File: src/rtl/serial_word_receiver.sv
// rtl/serial_word_receiver.sv - framed serial-to-parallel word receiver with valid/ready output
// Optional even-parity bit after the data bits: define SERIAL_WORD_RECEIVER_PARITY_EN.
module serial_word_receiver #(
   parameter int WIDTH     = 4,
   parameter int MSB_FIRST = 1
) (
   input  logic             clk,
   input  logic             rst,
   input  logic             sin,
   input  logic             sin_en,
   output logic [WIDTH-1:0] dout,
   output logic             dout_valid,
   input  logic             dout_ready,
   output logic             busy,
   output logic             frame_err,
   output logic             overrun,
   output logic             parity_err,
   input  logic             err_clr
);

   localparam int CW = $clog2(WIDTH);

   typedef enum logic [1:0] {
      IDLE   = 2'd0,
      DATA   = 2'd1,
`ifdef SERIAL_WORD_RECEIVER_PARITY_EN
      PARITY = 2'd3,
`endif
      STOP   = 2'd2
   } state_t;

   state_t           state;
   logic [CW-1:0]    cnt;
   logic [WIDTH-1:0] shreg;
   logic             word_bad;

`ifndef SERIAL_WORD_RECEIVER_PARITY_EN
   assign parity_err = 1'b0;
   assign word_bad   = 1'b0;
`else
   logic par_bad;
   assign word_bad = par_bad;
`endif

   always_ff @(posedge clk or posedge rst) begin
      if (rst) begin
         state      <= IDLE;
         cnt        <= '0;
         shreg      <= '0;
         dout       <= '0;
         dout_valid <= 1'b0;
         busy       <= 1'b0;
         frame_err  <= 1'b0;
         overrun    <= 1'b0;
`ifdef SERIAL_WORD_RECEIVER_PARITY_EN
         parity_err <= 1'b0;
         par_bad    <= 1'b0;
`endif
      end else begin
         // Clear and handshake come first so that later set/load assignments win.
         if (err_clr) begin
            frame_err  <= 1'b0;
            overrun    <= 1'b0;
`ifdef SERIAL_WORD_RECEIVER_PARITY_EN
            parity_err <= 1'b0;
`endif
         end
         if (dout_valid && dout_ready)
            dout_valid <= 1'b0;

         if (sin_en) begin
            case (state)
               IDLE: begin
                  if (!sin) begin
                     state <= DATA;
                     cnt   <= '0;
                     busy  <= 1'b1;
                  end
               end
               DATA: begin
                  if (MSB_FIRST != 0)
                     shreg <= {shreg[WIDTH-2:0], sin};
                  else
                     shreg <= {sin, shreg[WIDTH-1:1]};
                  cnt <= cnt + 1'b1;
                  if (cnt == CW'(WIDTH - 1)) begin
`ifdef SERIAL_WORD_RECEIVER_PARITY_EN
                     state <= PARITY;
`else
                     state <= STOP;
`endif
                  end
               end
`ifdef SERIAL_WORD_RECEIVER_PARITY_EN
               PARITY: begin
                  par_bad <= ^{shreg, sin};
                  if (^{shreg, sin})
                     parity_err <= 1'b1;
                  state <= STOP;
               end
`endif
               STOP: begin
                  state <= IDLE;
                  busy  <= 1'b0;
                  if (!sin) begin
                     frame_err <= 1'b1;
                  end else if (!word_bad) begin
                     if (!dout_valid || dout_ready) begin
                        dout       <= shreg;
                        dout_valid <= 1'b1;
                     end else begin
                        overrun <= 1'b1;
                     end
                  end
               end
               default: begin
                  state <= IDLE;
                  busy  <= 1'b0;
               end
            endcase
         end
      end
   end

endmodule

File: config.mk
export PLATFORM = sky130hd
export DESIGN_NAME = serial_word_receiver
export DESIGN_NICKNAME = d
export VERILOG_FILES = /design/src/rtl/serial_word_receiver.sv
export SDC_FILE = /design/constraint.sdc
export NUM_CORES = 1
export LEC_CHECK = 0
export ABC_AREA = 1
export ABC_CLOCK_PERIOD_IN_PS = 940
export CAP_MARGIN = 5
export CORE_AREA = 5 5 47 49
export DETAILED_ROUTE_END_ITERATION = 7
export DIE_AREA = 0 0 52 54
export GPL_ROUTABILITY_DRIVEN = 0
export MAX_ROUTING_LAYER = met4
export PLACE_DENSITY = 0.74
export REMOVE_ABC_BUFFERS = 1
export SYNTH_ARGS = -nofsm -noshare
export SYNTH_HDL_FRONTEND = slang
export SYNTH_SLANG_ARGS = --single-unit
File: constraint.sdc
create_clock -name clk -period 0.94 [get_ports clk]
set_input_delay 0.141 -clock clk [delete_from_list [all_inputs] [get_ports clk]]
set_output_delay 0.141 -clock clk [all_outputs]
set_load 0.02 [all_outputs]
Yosys cells after proc, flatten, opt, wreduce, memory -nomap -nowiden
Cells that the tools add are included.
- register bits after elaboration: 16
- logic and storage cells: 46
- output and inout bits: 9
- muxes and demuxes: 21
- $add $sub $neg: 1
- reductions and logical operators: 10
- bitwise operators: 1
- equal/unequal tests: 5
- operator list (kind ; number):
    $mux 1 ; 15
    $reduce_and 3->1 ; 3
    $pmux 2 s2 ; 2
    $mux 2 ; 3
    $eq 2x2->1 const B ; 2
    $ne 2x2->1 const B ; 2
    $reduce_and 4->1 ; 1
    $add 2x1->2 const B ; 1
    $eq 2x1->1 const B ; 1
    $logic_not 2->1 ; 1
    $pmux 1 s2 ; 1
    $reduce_and 2->1 ; 1
    $reduce_bool 2->1 ; 1
    $logic_and 1x1->1 ; 1
    $logic_not 1->1 ; 1
    $logic_or 1x1->1 ; 1
    $not 1->1 ; 1

Logic depth before layout (Yosys ltp)
- depth after elaboration: 6
- depth in mapped cells: 6

Worst setup path before layout
Ideal clock, no wire load.
- path kind: reg-to-reg
- from: reg cnt[0]
- to: reg state[0]
- slack: -17 ps
- data required time: 874 ps
- path buffers: 0
- library setup time: 66 ps
- clock period less this slack: 957 ps
- stages on the path, launching flop included: 6
- arrival time: 891 ps
- path through: dfrtp_1 -> ha_1 -> nand3b_1 -> nand3_2 -> nand2_1 -> nand2_1
- cells in the longest elaborated chain, start to end: 3
- ends and longest elaborated chain (what ; line ; source):
    from (decl) ; 33 ; logic [CW-1:0] cnt;
    from (signal assigned) ; 85 ; cnt <= cnt + 1'b1;
    $eq 2x2->1 ; 86 ; if (cnt == CW'(WIDTH - 1)) begin
    $ne 2x2->1 (no source line) ; -- ;
    $reduce_and 3->1 (no source line) ; -- ;
    to (signal assigned) ; 90 ; state <= STOP;
    to (signal assigned) ; 103 ; state <= IDLE;
    to (signal assigned) ; 117 ; state <= IDLE;
    to (decl) ; 32 ; state_t state;
No other way between the ends.
A chain may end at the register's enable or synchronous reset.

Worst setup path after layout
Same ends and word-level chain as after synthesis.

==> flow_summary_export.csv <==
group,metric,value,unit
run_status,failed_checks,"setup timing",
finish,design_area,1119,µm²
sta,clock.fmax,956.6,MHz
sta,slew_viol_final,0,
setup_path,reg2regPathDepth,5,
pwr,power_leakage,0.5708,nW
placement,dpl.cell_count,128,
clocking,numCtsBuffers,3,
grt,antenna_found_initial,0,
grt,grt_overflow_total,0,
pwr,power_density,2604,nW/µm²
setup_path,crit_family,"flip-flops",
clocking,clk_pin_slew_worst_paths,0.09,ns
finish,final_cells,140,
synthesis,syn_area,721.9,µm²
floorplan,die_h,54,µm
pwr,p_seq_share,38.7,%
finish,drive_gt1_share,41.59,%
clocking,clk_path_buf_depth,2,
synthesis,synthArstFlopShare,100.0,%
sta,setup_viol,20,
sta,period_share,111.2,%
detailed_routing,post-route-drc-count,0,
sta,finalHoldViolations,0,
placement,post_dp_cell_area,973.4,µm²
sta,whs,0.1614,ns
synthesis,synth_cell_types,20,
synthesis,synth_area_leaders,"dfrtp_1 (55%), nand2_1 (11%), o21ai_1 (5.5%)",
setup_path,path_cells,"ha_4 -> nand3b_1 -> nand3_2 -> nand2_1 -> nand2_1",
run_status,outcome,"finished, violations left",
sta,fin_crit,1.045,ns
synthesis,synthTopCellsByCount,"nand2_1 (22), dfrtp_1 (16), inv_1 (8), o21ai_1 (8)",
finish,nets,121,
finish,fillers,148,
finish,diodes,0,
finish,finish.utilization,61.40,%
setup_path,crit_path_end_kind,"flop",
setup_path,crit_required,1.17,ns
pwr,p_comb_share,45.8,%
sta,rsz0062_at_grt,"yes",
pwr,power.internal,1.823,mW
pwr,clock_power_share,15.5,%
synthesis,synth_most_common_cell,"nand2_1",
grt,grt_pass1_wl,2477,µm
setup_path,arrival,1.27,ns
setup_path,cp_max_fo,2,
floorplan,start_util,39.63,%
clocking,root_buffer,"clkbuf_4",
floorplan,die_w,52,µm
floorplan,core_area,1822,µm²
pwr,switching_share,37.40,%
synthesis,synth_top_area_cell,"dfrtp_1",
clocking,htreeDepth,1,
detailed_routing,wl_per_cell,11.29,µm
sta,finClkSkew,0.002854,ns
finish,syn_to_final_growth,54.94,%
setup_path,crit_top_cell,"nand2_1",
run,cap_violations,0,
synthesis,postSynthCellCount,78,
synthesis,synth_edf_count,0,
floorplan,rows,16,
synthesis,seq_area_frac_synth,55.46,%
synthesis,synth_top_area_share,55.46,%
setup_path,path_depth,5,
synthesis,synth_seq_cells,16,
sta,tns,-0.7999,ns
setup_path,critical_path_class,"flop to flop",
sta,setup_ws,-0.1054,ns
floorplan,pin_count,15,
placement,port_buffers,13,
clocking,cts_sinks,16,
grt,grt_use_total,12.58,%
detailed_routing,antenna_left,0,
setup_path,worstPathBufferInverterCount,0,
detailed_routing,dr.first_iter.drc_count,8,
pwr,ir_drop,1.634,mV
synthesis,synth_flop_cell,"dfrtp_1",
detailed_routing,num_vias,638,
detailed_routing,via_per_inst,4.557,
detailed_routing,first_pass_iters,4,
clocking,clk_latency,0.29,ns
grt,grt_pass1_vias,608,
floorplan,die_area,2808,µm²
grt,grt_max_degree,17,
synthesis,synth_warnings,0,
min_path,worstHoldPathType,"primary input to asynchronous set/reset pin",
placement,dp_hpwl,1064,µm
clocking,cts_tree,"yes",
placement,dp_slack,-0.2889,ns
detailed_routing,drt-total-wl,1581,µm
pwr,power_switching,1.089,mW
pwr,p_total,2.913,mW
setup_path,worst_setup_path_start_kind,"flop",
setup_path,cpPeakStageDelay,0.43,ns
synthesis,syn_area_per_cell,9.256,µm²
setup_path,crit_slowest_cell,"dfrtp_1",
-- cell type report --
type / instances / area, µm² / area share [%]
sequential: 16 / 401.6 / 35.91
multi-input combinational: 50 / 307.8 / 27.52
timing repair buffer: 32 / 295.3 / 26.40
inverter: 11 / 43.79 / 3.915
clock buffer: 4 / 36.28 / 3.244
tap: 27 / 33.78 / 3.020
-- state kept, by name, summed over array words and instances (netlist names) --
register,cells
dout,4
cnt,2
shreg,4
frame_err,1
busy,1
overrun,1
state,2
dout_valid,1
-- cells by family after synthesis --
logic type               count (synthesis)  share of synthesized area [%]
AND/OR/NAND/NOR                         35                          25.13
adder cells (fa/ha/maj)                  1                          1.733
flip-flops                              16                          55.46
multiplexers                             1                          1.387
buffers and inverters                   13                          7.798
AO/OA/AOI/OAI                           11                          7.973
other                                    1                         0.5194
-- power groups by stage --
| stage | registers, mW | clock network, mW | logic, mW |
|---|---|---|---|
| finish | 1.13 | 0.451 | 1.33 |
| global placement | 1.08 | 0 | 1.04 |
| floorplan | 1.18 | 0 | 0.510 |
| detailed placement | 1.09 | 0 | 1.08 |
| global route | 1.16 | 0.505 | 1.44 |
| CTS | 1.10 | 0.466 | 1.22 |
-- path summary, 6_finish.rpt --
check                          from       end  slack (ns)
max                          cnt[0]  state[0]       -0.11
min                             rst   dout[2]        0.16
max reg2reg                  cnt[0]  state[0]       -0.11
min reg2reg                shreg[1]  shreg[1]        0.50
max in group asynchronous       rst  state[0]        0.65
min in group clk            err_clr   overrun        0.47
-- worst register-to-register path: cells and delay by family, from the launching register on --
family / cells / cell delay, ns
simple gates: 4 / 0.38
fa+ha+maj: 1 / 0.18
flops: 1 / 0.43
-- placed cells by master, fill, tap and decap left out --
master / instances
inv_2: 2
nand3_4: 1
nand4_1: 1
buf_6: 8
o21ai_1: 8
nand2_2: 4
clkbuf_4: 3
nand2_1: 21
inv_1: 8
nand2_4: 1
dfrtp_1: 15
nand3b_1: 1
mux2i_1: 1
nand3_2: 1
clkdlybuf4s50_1: 5
nor2_1: 2
clkbuf_8: 1
buf_4: 18
buf_12: 1
dfrtp_2: 1
o21ai_2: 2
nor2_4: 1
nand3_1: 3
inv_4: 1
conb_1: 1
ha_4: 1
o31ai_4: 1
-- layer usage --
metal | vias up | part of all wire [%] | global-route usage (%)
met5 | - | 0 | -
met4 | 0 | 1.8 | 8.734
met3 | 5 | 4.7 | 3.601
met2 | 16 | 50 | 18.41
met1 | 300 | 43 | 14.87
li1 | 317 | - | -
-- repair_timing --
| item | 4_1_cts | 5_1_grt |
|---|---|---|
| gates resized for setup | 50 | 9 |
| hold buffers | 0 | 0 |
| buffers inserted | 4 | 3 |
| setup endpoints to repair | 23 | 23 |
| endpoints found under the hold margin | 0 | 0 |
| pin swaps | 3 | 4 |
| gates cloned | 1 | 0 |
Note: power is estimated with default switching activity, not from simulation.
